--- config.mk ---
export PLATFORM = sky130hd
export DESIGN_NAME = mac_tile_acc_mult
export DESIGN_NICKNAME = d
export VERILOG_FILES = /design/src/rtl/mac_tile_acc_mult.sv
export SDC_FILE = /design/constraint.sdc
export NUM_CORES = 1
export LEC_CHECK = 0
export ABC_AREA = 1
export CAP_MARGIN = 0
export CORE_MARGIN = 10
export CORE_UTILIZATION = 45
export DETAILED_ROUTE_END_ITERATION = 8
export PLACE_DENSITY = 0.65
export SYNTH_ARGS = -nofsm -noshare
export SYNTH_HDL_FRONTEND = slang
export SYNTH_SLANG_ARGS = --single-unit
--- constraint.sdc ---
create_clock -name clk -period 7 [get_ports clk]
set_clock_uncertainty 0.1 [all_clocks]
set_input_delay 1.75 -clock clk [delete_from_list [all_inputs] [get_ports clk]]
set_output_delay 1.75 -clock clk [all_outputs]
set_load 0.01 [all_outputs]
--- src/rtl/mac_tile_acc_mult.sv ---
// Tiled matrix multiplier: computes C = A x B one LANES-wide strip of a C row per pass,
// with a full K-deep accumulation per pass and a valid/ready result stream.
module mac_tile_acc_mult #(
  parameter int M          = 2,
  parameter int K          = 2,
  parameter int N          = 4,
  parameter int LANES      = 2,
  parameter int DATA_WIDTH = 8,
  parameter int ACC_WIDTH  = 2*DATA_WIDTH + $clog2(K),
  localparam int RW = (M > 1) ? $clog2(M) : 1,
  localparam int KW = (K > 1) ? $clog2(K) : 1,
  localparam int NW = (N > 1) ? $clog2(N) : 1
) (
  input  logic                          clk,
  input  logic                          reset,
  input  logic                          start,
  input  logic                          stall,
  input  logic [DATA_WIDTH-1:0]         data_in_a,
  input  logic [LANES*DATA_WIDTH-1:0]   data_in_b,
  output logic                          rd_en,
  output logic [RW-1:0]                 row_addr_a,
  output logic [KW-1:0]                 col_addr_a,
  output logic [KW-1:0]                 row_addr_b,
  output logic [NW-1:0]                 col_base_b,
  output logic                          result_valid,
  input  logic                          result_ready,
  output logic [LANES*ACC_WIDTH-1:0]    result_data,
  output logic [RW-1:0]                 result_row,
  output logic [NW-1:0]                 result_col_base,
  output logic                          busy,
  output logic                          done
);

  typedef enum logic [2:0] {ST_IDLE, ST_RUN, ST_WAIT, ST_OUT, ST_DONE} state_e;

  localparam logic [KW-1:0] K_LAST   = KW'(K - 1);
  localparam logic [RW-1:0] ROW_LAST = RW'(M - 1);
  localparam logic [NW-1:0] COL_LAST = NW'(N - LANES);
  localparam logic [NW-1:0] COL_STEP = NW'(LANES);

  state_e                 state_q, state_d;
  logic [RW-1:0]          row_q, row_d;
  logic [KW-1:0]          k_q, k_d;
  logic [NW-1:0]          col_q, col_d;
  logic                   valid_q;
  logic                   acc_clr;
  logic [ACC_WIDTH-1:0]   acc_q [LANES];
  logic [ACC_WIDTH-1:0]   acc_d [LANES];

  // NOTE: sequential state uses non-blocking assignments so every register samples
  // pre-edge values regardless of process evaluation order.
  always_ff @(posedge clk) begin
    if (reset) begin
      state_q <= ST_IDLE;
      row_q   <= '0;
      k_q     <= '0;
      col_q   <= '0;
      valid_q <= 1'b0;
      for (int l = 0; l < LANES; l++) acc_q[l] <= '0;
    end else begin
      state_q <= state_d;
      row_q   <= row_d;
      k_q     <= k_d;
      col_q   <= col_d;
      valid_q <= rd_en;
      for (int l = 0; l < LANES; l++) acc_q[l] <= acc_d[l];
    end
  end

  // NOTE: every signal driven here gets a default first so no path infers a latch.
  always_comb begin
    state_d = state_q;
    row_d   = row_q;
    k_d     = k_q;
    col_d   = col_q;
    acc_clr = 1'b0;
    unique case (state_q)
      ST_IDLE: begin
        if (start) begin
          state_d = ST_RUN;
          row_d   = '0;
          col_d   = '0;
          k_d     = '0;
          acc_clr = 1'b1;
        end
      end
      ST_RUN: begin
        if (!stall) begin
          if (k_q == K_LAST) begin
            state_d = ST_WAIT;
            k_d     = '0;
          end else begin
            k_d = k_q + KW'(1);
          end
        end
      end
      ST_WAIT: state_d = ST_OUT;
      ST_OUT: begin
        if (result_ready) begin
          if (row_q == ROW_LAST && col_q == COL_LAST) begin
            state_d = ST_DONE;
          end else begin
            state_d = ST_RUN;
            k_d     = '0;
            acc_clr = 1'b1;
            if (col_q == COL_LAST) begin
              col_d = '0;
              row_d = row_q + RW'(1);
            end else begin
              col_d = col_q + COL_STEP;
            end
          end
        end
      end
      ST_DONE: state_d = ST_IDLE;
      default: state_d = ST_IDLE;
    endcase
  end

  always_comb begin
    rd_en        = (state_q == ST_RUN) && !stall;
    result_valid = (state_q == ST_OUT);
    busy         = (state_q == ST_RUN) || (state_q == ST_WAIT) || (state_q == ST_OUT);
    done         = (state_q == ST_DONE);
  end

  // Operand data arrives one cycle after rd_en; valid_q marks that cycle.
  always_comb begin
    for (int l = 0; l < LANES; l++) begin
      acc_d[l] = acc_q[l];
      if (acc_clr) begin
        acc_d[l] = '0;
      end else if (valid_q) begin
        acc_d[l] = acc_q[l] + ACC_WIDTH'(data_in_a) *
                   ACC_WIDTH'(data_in_b[l*DATA_WIDTH +: DATA_WIDTH]);
      end
    end
  end

  always_comb begin
    result_data = '0;
    for (int l = 0; l < LANES; l++) result_data[l*ACC_WIDTH +: ACC_WIDTH] = acc_q[l];
  end

  assign row_addr_a      = row_q;
  assign col_addr_a      = k_q;
  assign row_addr_b      = k_q;
  assign col_base_b      = col_q;
  assign result_row      = row_q;
  assign result_col_base = col_q;

endmodule

* Yosys cells after proc, flatten, opt, wreduce, memory -nomap -nowiden *
Memory sizes are Yosys's and may differ from the RTL's.
Cells that the tools add are included.

word-level totals
  memories = 1
  output and inout port bits = 46
  bits in registers = 8
  input bits = 29
  memory bits (writable) = 34
  word-level logic and storage cells = 72

operators by class
  add/subtract/negate cells = 5
  muxes and demuxes = 34
  bitwise logic cells = 2
  equality and inequality tests = 11
  $mul = 2
  reductions and logical operators = 12

memory list
  memory  depth  width  read ports  clocked after memory_dff  wr ports  line  source
  acc_q   2      17     2           0                         2         47    logic [ACC_WIDTH-1:0] acc_q [LANES];

operators by type and width
  operator             count
  $mux 17              6
  $add 17x16->17       2
  $mul 8x8->16         2
  $mux 3               5
  $mux 1               14
  $pmux 3 s4           1
  $reduce_and 5->1     2
  $mux 2               4
  $ne 2x2->1 const B   4
  $reduce_and 4->1     2
  $eq 3x2->1 const B   2
  $ne 2x1->1 const B   2
  $pmux 1 s2           2
  $pmux 2 s2           1
  $eq 3x1->1 const B   1
  $eq 3x3->1 const B   1
  $logic_not 3->1      1
  $pmux 1 s3           1
  $reduce_bool 3->1    1
  $add 1x1->1 const B  2
  $add 2x2->2 const B  1
  $eq 2x2->1 const B   1
  $logic_and 1x1->1    2
  $logic_or 1x1->1     2
  3 further kinds      4

* Longest topological paths before layout *
  depth in word-level cells = 7
  depth in mapped cells = 23
  depth with buffers taken out = 21

* Worst setup path after synthesis *
Ideal clock, no wire load.

  path type = input -> register
  from = in data_in_a[2]
  to = mem acc_q[0][11] (netlist bit)
  data required time = 6.844 ns
  stages on the path = 20
  arrival time = 5.637 ns
  path buffers = 2
  setup time = 0.056 ns
  setup slack = 1.207 ns
  cell sequence = clkbuf_1 -> clkbuf_1 -> nand2_1 -> fa_1 -> fa_1 -> inv_1 -> fa_1 -> inv_1 -> fa_1 -> inv_1 -> ha_1 -> nand2_1 -> inv_1 -> nand2_1 -> nor2_1 -> nor2_1 -> or2_2 -> nand3_1 -> nand2_1 -> inv_1

RTL lines
  element          line  source
  start, declared  18    input logic [DATA_WIDTH-1:0] data_in_a,
  end, declared    47

==> results by group <==
Yosys
  • Syn_area_per_cell: 6.72 um^2
  • Gate Count Post-Synth: about 1100
  • Yosys warnings: 0
  • Post-synthesis sequential area ratio: a little over a tenth
  • Synth cell types: 33
  • Fraction of registers with async set or reset after synthesis: 0%
  • Mapped cell area: between 7000 and 8000 um^2
  • Dominant synthesized flop cell: dfxtp_1
  • Post-synth EDFFs: 0
  • Synthesized flop and latch total: 41

Power
  • Total power draw: between 1.5 and 2 mW
  • Switch Pwr: about 0.89 mW
  • Clock Power Share: 13.6%
  • Gate power share: between 70% and 80%
  • Int Power: roughly 0.86 mW
  • Leakage: between 5 and 6 nW
  • PwrDens: roughly 210 nW/um^2
  • Sw frac: 50.9%
  • IR drop worst, VDD: 0.110 mV
  • Sequential power share: about 14%

Drt
  • Final wirelength: about 16000 um
  • Vias: roughly 6200
  • DRC Markers: 0
  • Post-route ant nets: 0
  • DRT iter0 DRCs: approximately 240
  • Router iterations before antenna repair: 4
  • WL/cell: 11.9 um
  • Vias/cell: about 4.5

Die
  • Core Box Area: between 15000 and 20000 um^2
  • IO Pins: 75
  • Number of core rows: 47
  • Initial Util: 45.5%
  • Die Y: about 150 um
  • Die ar.: 22100 um^2
  • Die X: 149 um

Worst setup path
  • CP Cell Sequence: clkdlybuf4s50_1 > nand2_1 > fa_1 > inv_1 > fa_1 > fa_1 > inv_1 > fa_1 > inv_1 > ha_1 > nand2_1 > inv_1 > nand2_1 > nor2_1 > nor2_1 > or2_2 > nand3_1 > nand2_1 > inv_1
  • Most frequent CP cell: inv_1
  • CP max FO: 16
  • WP data arrival: around 6.2 ns
  • Slowest-stage cell, CP: clkdlybuf4s50_1
  • Req. time, crit path: 7.15 ns
  • Critical path endpoint category: register
  • CP max stage delay: between 0.8 and 0.9 ns
  • Critical path class: in -> reg
  • CP startpoint kind: input port

Timing
  • Final setup viols: 0
  • Pins Over Slew Limit: 0
  • Max frequency: approximately 0.16 GHz
  • Hold slack: approximately 0.39 ns
  • Max_slew headroom: 41.2%
  • Period utilization: 87.1%
  • Worst Tran Pin Value: 0.876 ns
  • Fin crit period: 6.10 ns
  • RSZ-0062 raised after global routing: no
  • Sum Neg Setup Slack: 0 ns
  • Final Hold Viols: 0

Final layout
  • Final net count: 1356
  • Layout cells sized above 1: 3.39%
  • Commonest cells after routing, fill and taps aside: 351 x inv_1, 288 x nand2_1, 100 x fa_1
  • Most common cell after layout, fill and taps aside: inv_1
  • Syn-to-layout area delta: 13.1%
  • Ant. Diodes: 0
  • Fillers: between 1500 and 2000

CTS
  • Clock sink total: 41
  • Htree depth: 2
  • Post-cts gate resize count: 0
  • Cts hold-fix bufs: 0
  • Clock Path Buffers: 2
  • Clk Latency, worst-skew pair: 0.30 ns
  • CTS tree: built
  • CTS root buf: clkbuf_16
  • Setup bufs post-CTS: 0
  • Clock-pin slew on the worst setup and hold paths: 0.07 ns
  • Inserted Clock Buffers: 5

Place
  • Port buffer count: approximately 70
  • Routability Congestion: 0.874
  • HPWL after detailed placement: 13400 um

Global route
  • First-pass GRT wire length: between 20000 and 30000 um
  • GR Overflow Total: 0
  • Tot GR Track Use: 15.3%
  • Antenna violations before repair: 0
  • Largest net degree at the start of global routing: 50
  • Number of global-route vias before repair: 6008

Flow run
  • Max_cap viols: 0

Outcome
  • Outcome: finished clean

Hold path
  • Hold WC Path Type: reg -> reg
per-stage QoR:
stage	std cells	instance area [um^2]	utilization, %	setup slack, ns
3_3_place_gp	1364	8300	50.6	0.638
4_1_cts	1372	8440	51.4	0.892
2_1_floorplan	1111	7470	-	1.21
5_1_grt	1372	8440	51.4	0.614
6_report	1372	8440	51.4	0.904
3_5_place_dp	1364	8300	50.6	0.594
metal layers:
layer	vias up	share of wire [%]	track usage [%]
li1	3208	-	-
met1	2845	48	20.8
met2	135	43	23.9
met3	10	8.0	4.34
met4	0	0.90	2.94
met5	-	0	0
path summary, 6_finish.rpt:
kind,start,end,slack [ns],cells past startpoint
worst max-delay path,data_in_a[5],acc_q[0][11],0.90,19
worst min-delay path,acc_q[0][0],acc_q[0][0],0.39,2
worst max register to register,acc_q[0][23],acc_q[0][28],2.96,18
worst min register to register,acc_q[0][0],acc_q[0][0],0.39,2
flip-flops by register name, indices dropped and copies added (netlist names):
| name | flops |
|---|---|
| col_base_b | 1 |
| valid_q | 1 |
| col_addr_a | 1 |
| result_row | 1 |
| acc_q | 34 |
| state_q | 3 |
final cells by class:
cell class,count,area (um^2),share of cell area [%]
Sequential cell,41,822,9.74
Tap cell,220,275,3.26
Clock buffer,6,129,1.53
Clock inverter,2,10.0,0.119
Timing Repair Buffer,79,773,9.16
Multi-Input combinational cell,671,5100,60.4
Inverter,353,1330,15.8
critical path, delay by kind of cell:
| family | cells | cell delay [ns] |
|---|---|---|
| adder cells (fa/ha/maj) | 5 | 2.43 |
| AND/OR/NAND/NOR | 8 | 0.88 |
| buffers and inverters | 6 | 1.16 |
kinds of logic (layout without fill, tap and decap cells):
kind of cell | after synthesis | after routing | share of synthesized area (%)
compound gates | 54 | 54 | 3.96
xor+xnor | 12 | 12 | 1.41
fa+ha+maj | 176 | 176 | 39.6
buf+inv | 399 | 440 | 20.7
flops | 41 | 41 | 11.0
other cells | 1 | 2 | 0.0502
simple gates | 427 | 427 | 23.3
power groups by stage:
stage | Clock (mW) | Sequential, mW | Combinational (mW)
after floorplan | 0 | 0.262 | 0.995
after global placement | 0 | 0.259 | 1.25
after detailed placement | 0 | 0.259 | 1.26
after CTS | 0.251 | 0.254 | 1.27
after global routing | 0.258 | 0.256 | 1.47
final | 0.238 | 0.254 | 1.25
synthesized netlist by cell type (5+ instances only):
master | number | area (um^2)
inv_1 | 351 | 1320
nand2_1 | 288 | 1080
fa_1 | 100 | 2000
ha_1 | 76 | 951
nor2_1 | 74 | 278
dfxtp_1 | 41 | 821
clkbuf_1 | 36 | 135
nand3_1 | 36 | 180
a21oi_1 | 35 | 175
o21ai_0 | 10 | 50.1
nor2_2 | 9 | 56.3
xor2_1 | 7 | 61.3
buf_4 | 6 | 45.0
nand4_1 | 6 | 37.5
xnor2_1 | 5 | 43.8
Power figures use the tool's default switching activity.
